`src/rtl/ms_timer_sched_if.sv`:
```
// Arm/cancel/expiry bundle for ms_timer_sched; arm_per exists only when
// MS_TIMER_SCHED_AUTO_RELOAD_EN is defined.
interface ms_timer_sched_if #(
   parameter int CH_W = 2,
   parameter int MS_W = 16
);
   localparam int NCH = 2**CH_W;

   logic            arm_vld;
   logic [CH_W-1:0] arm_ch;
   logic [MS_W-1:0] arm_ms;
   logic            arm_rdy;
`ifdef MS_TIMER_SCHED_AUTO_RELOAD_EN
   logic            arm_per;
`endif
   logic            cancel;
   logic [CH_W-1:0] cancel_ch;
   logic [NCH-1:0]  busy;
   logic            exp_vld;
   logic [CH_W-1:0] exp_ch;
   logic            exp_rdy;

`ifdef MS_TIMER_SCHED_AUTO_RELOAD_EN
   modport master (output arm_vld, arm_ch, arm_ms, arm_per, cancel, cancel_ch, exp_rdy,
                   input  arm_rdy, busy, exp_vld, exp_ch);
   modport slave  (input  arm_vld, arm_ch, arm_ms, arm_per, cancel, cancel_ch, exp_rdy,
                   output arm_rdy, busy, exp_vld, exp_ch);
`else
   modport master (output arm_vld, arm_ch, arm_ms, cancel, cancel_ch, exp_rdy,
                   input  arm_rdy, busy, exp_vld, exp_ch);
   modport slave  (input  arm_vld, arm_ch, arm_ms, cancel, cancel_ch, exp_rdy,
                   output arm_rdy, busy, exp_vld, exp_ch);
`endif
endinterface

```
`src/rtl/ms_timer_sched.sv`:
```
// Multi-channel ms timeout scheduler with round-robin expiry port.
// Optional periodic reload: define MS_TIMER_SCHED_AUTO_RELOAD_EN.
module ms_timer_sched #(
   parameter int CH_W = 2,
   parameter int MS_W = 16
) (
   input  logic           clk,
   input  logic           rst,
   input  logic           ms_tick,
   ms_timer_sched_if.slave bus
);
   localparam int NCH = 2**CH_W;
   localparam logic [MS_W-1:0] ONE = MS_W'(1);

   typedef enum logic [1:0] {S_IDLE = 2'd0, S_RUN = 2'd1, S_PEND = 2'd2} ch_st_e;

   ch_st_e          st_q  [NCH];
   ch_st_e          st_d  [NCH];
   logic [MS_W-1:0] cnt_q [NCH];
   logic [MS_W-1:0] cnt_d [NCH];
`ifdef MS_TIMER_SCHED_AUTO_RELOAD_EN
   logic [MS_W-1:0] rld_q [NCH];
   logic [MS_W-1:0] rld_d [NCH];
   logic [NCH-1:0]  per_q, per_d;
`endif
   logic            exp_vld_q, exp_vld_d;
   logic [CH_W-1:0] exp_ch_q, exp_ch_d;
   logic [CH_W-1:0] rr_q, rr_d;

   logic            arm_rdy, arm_fire, hs, found;
   logic [CH_W-1:0] idx;
   logic [NCH-1:0]  pres, armed, canc, pend_ok, busy;

   assign arm_rdy     = !(exp_vld_q && (exp_ch_q == bus.arm_ch));
   assign arm_fire    = bus.arm_vld && arm_rdy;
   assign hs          = exp_vld_q && bus.exp_rdy;
   assign bus.arm_rdy = arm_rdy;
   assign bus.busy    = busy;
   assign bus.exp_vld = exp_vld_q;
   assign bus.exp_ch  = exp_ch_q;

   always_comb begin
      for (int i = 0; i < NCH; i++) begin
         pres[i]  = exp_vld_q && (exp_ch_q == CH_W'(i));
         armed[i] = arm_fire && (bus.arm_ch == CH_W'(i));
         canc[i]  = bus.cancel && (bus.cancel_ch == CH_W'(i)) && !pres[i];
         busy[i]  = (st_q[i] != S_IDLE);
      end
   end

   // Priority per channel: arm > handshake > cancel > tick.
   always_comb begin
      for (int i = 0; i < NCH; i++) begin
         st_d[i]  = st_q[i];
         cnt_d[i] = cnt_q[i];
`ifdef MS_TIMER_SCHED_AUTO_RELOAD_EN
         rld_d[i] = rld_q[i];
         per_d[i] = per_q[i];
`endif
         if (armed[i]) begin
            st_d[i]  = (bus.arm_ms != '0) ? S_RUN : S_PEND;
            cnt_d[i] = bus.arm_ms;
`ifdef MS_TIMER_SCHED_AUTO_RELOAD_EN
            rld_d[i] = bus.arm_ms;
            per_d[i] = bus.arm_per && (bus.arm_ms != '0);
`endif
         end else if (hs && pres[i]) begin
            st_d[i]  = S_IDLE;
            cnt_d[i] = '0;
`ifdef MS_TIMER_SCHED_AUTO_RELOAD_EN
            if (per_q[i] && (rld_q[i] != '0)) begin
               st_d[i]  = S_RUN;
               cnt_d[i] = rld_q[i];
            end
`endif
         end else if (canc[i]) begin
            st_d[i]  = S_IDLE;
            cnt_d[i] = '0;
`ifdef MS_TIMER_SCHED_AUTO_RELOAD_EN
            per_d[i] = 1'b0;
`endif
         end else if ((st_q[i] == S_RUN) && ms_tick) begin
            if (cnt_q[i] == ONE) begin
               st_d[i]  = S_PEND;
               cnt_d[i] = '0;
            end else begin
               cnt_d[i] = cnt_q[i] - ONE;
            end
         end
         // A channel being re-armed or cancelled this cycle must not be granted.
         pend_ok[i] = (st_q[i] == S_PEND) && !armed[i] && !canc[i];
      end
   end

   always_comb begin
      exp_vld_d = exp_vld_q;
      exp_ch_d  = exp_ch_q;
      rr_d      = rr_q;
      found     = 1'b0;
      idx       = '0;
      if (hs) begin
         exp_vld_d = 1'b0;
      end else if (!exp_vld_q) begin
         // k = NCH wraps to rr_q itself, giving it lowest priority.
         for (int k = 1; k <= NCH; k++) begin
            idx = rr_q + CH_W'(k);
            if (!found && pend_ok[idx]) begin
               found     = 1'b1;
               exp_vld_d = 1'b1;
               exp_ch_d  = idx;
               rr_d      = idx;
            end
         end
      end
   end

   always_ff @(posedge clk or negedge rst) begin
      if (!rst) begin
         for (int i = 0; i < NCH; i++) begin
            st_q[i]  <= S_IDLE;
            cnt_q[i] <= '0;
`ifdef MS_TIMER_SCHED_AUTO_RELOAD_EN
            rld_q[i] <= '0;
`endif
         end
`ifdef MS_TIMER_SCHED_AUTO_RELOAD_EN
         per_q <= '0;
`endif
         exp_vld_q <= 1'b0;
         exp_ch_q  <= '0;
         rr_q      <= CH_W'(NCH - 1);
      end else begin
         st_q      <= st_d;
         cnt_q     <= cnt_d;
`ifdef MS_TIMER_SCHED_AUTO_RELOAD_EN
         rld_q     <= rld_d;
         per_q     <= per_d;
`endif
         exp_vld_q <= exp_vld_d;
         exp_ch_q  <= exp_ch_d;
         rr_q      <= rr_d;
      end
   end
endmodule

```
`src/flat_wrapper.sv`:
```
// flat-port wrapper written by rule: the top's interface ports become plain ports
module ms_timer_sched_flat 
#(
   parameter int CH_W = 2,
   parameter int MS_W = 16
)
  (clk, rst, ms_tick, bus_arm_vld, bus_arm_ch, bus_arm_ms, bus_cancel, bus_cancel_ch, bus_exp_rdy, bus_arm_rdy, bus_busy, bus_exp_vld, bus_exp_ch);
  ms_timer_sched_if #(.CH_W(CH_W), .MS_W(MS_W)) bus_i ();
  input  logic clk;
  input  logic rst;
  input  logic ms_tick;
  input wire logic [$bits(bus_i.arm_vld)-1:0] bus_arm_vld;
  input wire logic [$bits(bus_i.arm_ch)-1:0] bus_arm_ch;
  input wire logic [$bits(bus_i.arm_ms)-1:0] bus_arm_ms;
  input wire logic [$bits(bus_i.cancel)-1:0] bus_cancel;
  input wire logic [$bits(bus_i.cancel_ch)-1:0] bus_cancel_ch;
  input wire logic [$bits(bus_i.exp_rdy)-1:0] bus_exp_rdy;
  output wire logic [$bits(bus_i.arm_rdy)-1:0] bus_arm_rdy;
  output wire logic [$bits(bus_i.busy)-1:0] bus_busy;
  output wire logic [$bits(bus_i.exp_vld)-1:0] bus_exp_vld;
  output wire logic [$bits(bus_i.exp_ch)-1:0] bus_exp_ch;
  assign bus_i.arm_vld = bus_arm_vld;
  assign bus_i.arm_ch = bus_arm_ch;
  assign bus_i.arm_ms = bus_arm_ms;
  assign bus_i.cancel = bus_cancel;
  assign bus_i.cancel_ch = bus_cancel_ch;
  assign bus_i.exp_rdy = bus_exp_rdy;
  assign bus_arm_rdy = bus_i.arm_rdy;
  assign bus_busy = bus_i.busy;
  assign bus_exp_vld = bus_i.exp_vld;
  assign bus_exp_ch = bus_i.exp_ch;
  ms_timer_sched #(.CH_W(CH_W), .MS_W(MS_W)) u_core (.clk(clk), .rst(rst), .ms_tick(ms_tick), .bus(bus_i));
endmodule
```
`config.mk`:
```
export PLATFORM = sky130hd
export DESIGN_NAME = ms_timer_sched_flat
export DESIGN_NICKNAME = d
export VERILOG_FILES = /design/src/rtl/ms_timer_sched_if.sv /design/src/rtl/ms_timer_sched.sv /design/src/flat_wrapper.sv
export SDC_FILE = /design/constraint.sdc
export NUM_CORES = 1
export LEC_CHECK = 0
export ABC_AREA = 1
export CORE_ASPECT_RATIO = 1.4
export CORE_MARGIN = 2
export CORE_UTILIZATION = 65
export DETAILED_ROUTE_END_ITERATION = 7
export PLACE_DENSITY_LB_ADDON = 0.3
export SKIP_LAST_GASP = 1
export SLEW_MARGIN = 5
export SYNTH_ARGS = -nofsm -noshare
export SYNTH_HDL_FRONTEND = slang
export SYNTH_SLANG_ARGS = --single-unit
```
`constraint.sdc`:
```
create_clock -name clk -period 3.1 [get_ports clk]
set_input_delay 0.465 -clock clk [delete_from_list [all_inputs] [get_ports clk]]
set_output_delay 0.465 -clock clk [all_outputs]
set_load 0.01 [all_outputs]
```
* Word level (Yosys, flattened, before mapping) *
Index checks and enable logic that the tools add are counted.

operators by class
  add/subtract/negate cells = 7
  order comparisons = 4
  eq/ne operators = 22
  muxes and demuxes = 67
  bitwise operators = 3
  reduce and logical (&&, ||, !) cells = 78

operators with widths
  operator                 number
  $mux W16                 20
  $eq A16 B1 Y1 const B    4
  $sub A16 B1 Y16 const B  4
  $mux W2                  25
  $logic_and A1 B1 Y1      38
  $reduce_bool A4 Y1       9
  $eq A2 B2 Y1 const B     10
  $mux W1                  18
  $logic_not A1 Y1         16
  $reduce_bool A16 Y1      1
  $eq A2 B1 Y1 const B     7
  $lt A2 B3 Y1 const B     4
  $bmux W1 S2              4
  $reduce_and A2 Y1        4
  $reduce_bool A2 Y1       4
  $logic_not A2 Y1         3
  $add A2 B2 Y2 const B    2
  $reduce_and A4 Y1        1
  $not A1 Y1               3
  $reduce_and A3 Y1        1
  $reduce_bool A3 Y1       1
  $add A2 B1 Y2 const B    1
  $eq A2 B2 Y1             1

word-level totals
  register bits after elaboration = 77
  input port bits = 26
  output and inout bits = 8
  logic and storage cells = 192

* Depth between registers and ports, before layout *
  depth after elaboration = 28
  mapped depth = 15
  depth with buffers taken out = 14

* Worst setup path after synthesis *
Ideal clock, no wire load.

  path type = flip-flop to flip-flop
  from = reg u_core.exp_ch_q[1] (netlist: u_core.bus.exp_ch[1])
  to = reg u_core.cnt_q[15] (netlist name)
  library setup time = 0.121 ns
  data arrival time = 1.791 ns
  required time = 2.979 ns
  slack = 1.188 ns
  cell stages (with the launch flop) = 12
  buffers on the path = 1
  period minus slack after synthesis = 1.912 ns
  cells stage by stage = dfrtp_1 inv_1 nand2_1 nand2_1 nand3_2 nand3_2 nand2_1 or2_4 a31oi_4 inv_2 buf_2 o22a_1

between the ends
  elaborated cells between the ends (all ways) = 14
  classes of those cells = eq/ne (2); mux (3); reduce/logical (9)

RTL lines
  element                                                          RTL line               source
  start, declared                                                  ms_timer_sched.sv:27   logic [CH_W-1:0] exp_ch_q, exp_ch_d;
  start signal, assigned                                           ms_timer_sched.sv:140  exp_ch_q <= exp_ch_d;
  $eq A2 B2 Y1 (*)                                                 ms_timer_sched.sv:34   assign arm_rdy = !(exp_vld_q && (exp_ch_q == bus.arm_ch));
  $logic_and A1 B1 Y1 (*)                                          ms_timer_sched.sv:34
  $logic_not A1 Y1 (*)                                             ms_timer_sched.sv:34
  named net bus_arm_rdy                                            flat_wrapper.sv:18     output wire logic [$bits(bus_i.arm_rdy)-1:0] bus_arm_rdy;
  $logic_and A1 B1 Y1 (*)                                          ms_timer_sched.sv:35   assign arm_fire = bus.arm_vld && arm_rdy;
  $logic_and A1 B1 Y1 (*)                                          ms_timer_sched.sv:45   armed[i] = arm_fire && (bus.arm_ch == CH_W'(i));
  $reduce_bool A4 Y1 (no source line) or $mux W16 (tied branches)  -
  end signal, assigned                                             ms_timer_sched.sv:134  cnt_q <= cnt_d;
  end, declared                                                    ms_timer_sched.sv:19   logic [MS_W-1:0] cnt_q [NCH];

Mark *: on every way through the listed nets, which the timed path passes. The rest lies on a longest branch.
A chain may end at the register's enable or synchronous reset.

* Final worst setup path *
  from = in bus_arm_ch[0]
  to = reg u_core.cnt_q[15] (netlist name)

between the ends
  word-level cells in the longest chain between the ends = 6
  elaborated cells between the ends (all ways) = 8
  classes of those cells = eq/ne (2); mux (1); reduce/logical (5)

RTL lines
  element                                                          RTL line              source
  start, declared                                                  flat_wrapper.sv:13    input wire logic [$bits(bus_i.arm_ch)-1:0] bus_arm_ch;
  $eq A2 B2 Y1                                                     ms_timer_sched.sv:34
  $logic_and A1 B1 Y1                                              ms_timer_sched.sv:34
  $logic_not A1 Y1                                                 ms_timer_sched.sv:34
  $logic_and A1 B1 Y1                                              ms_timer_sched.sv:35
  $logic_and A1 B1 Y1 (*)                                          ms_timer_sched.sv:45
  $reduce_bool A4 Y1 (no source line) or $mux W16 (tied branches)  -

Mark *: on every way between the ends. The rest lies on a longest branch, timed or not.

==> results.ini <==
[synthesis]
synthArstFlopShare_pct = 100
synth_nets = 716
synthFlopType = dfrtp_1
synthDistinctLibCells = 42
synthCells = 682
netlist_area_um2 = 5210
synth.avg_cell_area_um2 = 7.63
synth_edf_count = 0
ys.warnings.count = 0
ys_seq_area_share_pct = 37.1
ys_ff_latch = 77

[grt]
grt_max_degree = 78
antenna_found_initial = 0
track_usage_pct = 35.1
gr-total-overflow = 0
first_global_vias = 4973
grt_pass1_wl_mm = 23.5

[floorplanning]
start_util_pct = 67.2
io_pins = 34
dieArea_um2 = 8750
die_width_um = 79.6
die_h_um = 110
core_area_um2 = 7750
rows = 38

[clocking]
post_cts_buffers = 0
ctsResizeCount = 0
path_clk_slew_ps = 80
hold_buffers = 0
cts_tree = yes
cts_buffers = 9
cts_sinks = 77
clockBufferDepth = 2
clk_latency_ps = 380
cts-root-buf = clkbuf_8
h-tree-depth = 3

[drt]
num_vias = 5094
routed_via_density = 6.20
drt-initial-drc-count = 491
wl_per_cell_um = 17.3
routed_wl_mm = 14.2
detail-route-antenna-nets = 0
dr.pass1.iters = 7
drcViolationCount = 0

[setup_path]
r2r-start = u_core.bus.exp_ch[1]
reg2reg_to = u_core.cnt_q[15]
critical_path_class = primary input to flip-flop
start_kind = primary input
rrSetupSlack_ps = 850
required_ps = 3360
cp.arrival_ps = 2660
rr_worst_depth = 10
worstSetupEndpointType = flip-flop
cp_max_fo = 13

[cells_and_area]
seq_area_um2 = 1930
layout-drive-gt1-share_pct = 8.46
num_antenna_cells = 0
multi_input_area_um2 = 2850
final_area_um2 = 5830
layout_commonest_cell = nand2_1
fill_cells = 598
final_cell_mix = nand2_1 (123), nor2_1 (80), inv_1 (76), dfrtp_1 (75), xor2_1 (39)
fin_nets = 750
synthToLayoutAreaGrowth_pct = 12.0

[placement]
placed_cell_area_um2 = 5630
place_hpwl_mm = 10.3
io_buffer_count = 33
gp_congestion = 0.938

[sta]
period_share_pct = 77.3
drv_slew = 0
whs_ps = 242
finalCriticalPeriod_ps = 2400
relSlewSlack_pct = 34.6
setup_viol = 0
final_hold_viol_count = 0
worst_clock_skew_ps = 12.8
worstMarginPinSlew_ps = 981
grt_setup_unrepaired = false
tns_ps = 0
fmaxAchievable_ghz = 0.417

[outcome]
outcome = complete, no violations

[power_and_ir_drop]
p_per_area_nw_per_um2 = 996
irDropWorstVdd_uv = 612
p_leak_nw = 2.72

[min_path]
hold_path.class = primary input to async pin

[flow_run]
maxCapViolCount = 0

flip-flops by register name, indices dropped and copies added, names as in the netlist:
| name | count |
|---|---|
| u_core.st_q | 8 |
| u_core.bus.exp_ch | 2 |
| u_core.bus.exp_vld | 1 |
| u_core.cnt_q | 64 |
| u_core.rr_q | 2 |
cell usage after synthesis, types with 2 or more instances:
master / count / area share [%]
ha_1: 8 / 1.9
dfstp_2: 2 / 1.0
buf_2: 8 / 0.77
nand2_2: 2 / 0.24
buf_6: 3 / 0.65
a21oi_1: 31 / 3.0
buf_4: 3 / 0.43
inv_1: 76 / 5.5
o21a_1: 2 / 0.29
nand4_1: 18 / 2.2
o221ai_1: 2 / 0.34
clkbuf_1: 8 / 0.58
xor2_1: 39 / 6.6
nand3_1: 36 / 3.5
nor2_1: 80 / 5.8
a31oi_4: 3 / 1.2
nor3_1: 17 / 1.6
nor2_2: 2 / 0.24
xnor2_1: 7 / 1.2
dfrtp_1: 75 / 36
or2_4: 2 / 0.34
inv_2: 7 / 0.50
nand2_1: 123 / 8.9
o22ai_1: 10 / 1.2
nand3_2: 6 / 1.2
o21ai_1: 7 / 0.67
a32oi_1: 3 / 0.50
a22oi_1: 20 / 2.9
o211ai_1: 5 / 0.72
a221oi_1: 21 / 3.5
o21ai_0: 33 / 3.2
or2_2: 2 / 0.24
a31oi_1: 4 / 0.48
nor4_1: 9 / 1.1
kinds of logic after synthesis:
group | count (synthesis) | share of synthesized area [%]
simple gates | 300 | 25.8
compound gates | 146 | 19.1
buf+inv | 105 | 8.41
flops | 77 | 37.1
xor+xnor | 46 | 7.74
fa+ha+maj | 8 | 1.92
area by class of cell:
class                           instances  area share [%]
Sequential cell                        77            33.1
Timing Repair Buffer                   45            7.17
Clock inverter                          6            1.07
Clock buffer                           10            2.36
Tap cell                              100            2.15
Inverter                               83            5.34
Multi-Input combinational cell        500            48.8
stage by stage:
stage	total power [mW]	util (%)	worst slack [ps]	cells
floorplan	4.19	-	1190	682
global placement	4.82	72.6	445	805
detailed placement	4.97	72.6	334	805
CTS	5.77	75.2	733	821
global route	6.31	75.2	544	821
finish	5.81	75.2	703	821
power breakdown:
part | internal (mW) | switching, mW
clock network | 0.392 | 0.396
registers | 1.49 | 0.486
logic | 1.19 | 1.85
total | 3.07 | 2.74
worst max-delay path: stages:
cell and delay, ps:
clkdlybuf4s50_1 540, inv_1 90, a21oi_2 130, nand3_2 150, nand3_2 230, nand2_1 110, or2_4 260, a31oi_4 270
inv_2 180, o22a_1 230
per-layer routing:
layer | part of all wire (%) | global-route usage (%)
met5 | 0 | 0
met1 | 40 | 43.3
met2 | 47 | 57.0
met4 | 5.8 | 21.6
met3 | 7.0 | 5.99
worst max-delay path by stage:
stage	from	endpoint	slack, ps	cells past startpoint
after CTS	bus_arm_ch[1]	bus_arm_rdy	730	6
final	bus_arm_ch[0]	u_core.cnt_q[15]	700	10
after detailed placement	bus_arm_ch[0]	u_core.cnt_q[15]	330	10
after global routing	bus_arm_ch[0]	u_core.cnt_q[14]	540	11
after global placement	bus_arm_ch[0]	u_core.cnt_q[58]	440	11
after floorplan	u_core.bus.exp_ch[1]	u_core.cnt_q[15]	1190	11
Power figures use the tool's default switching activity.
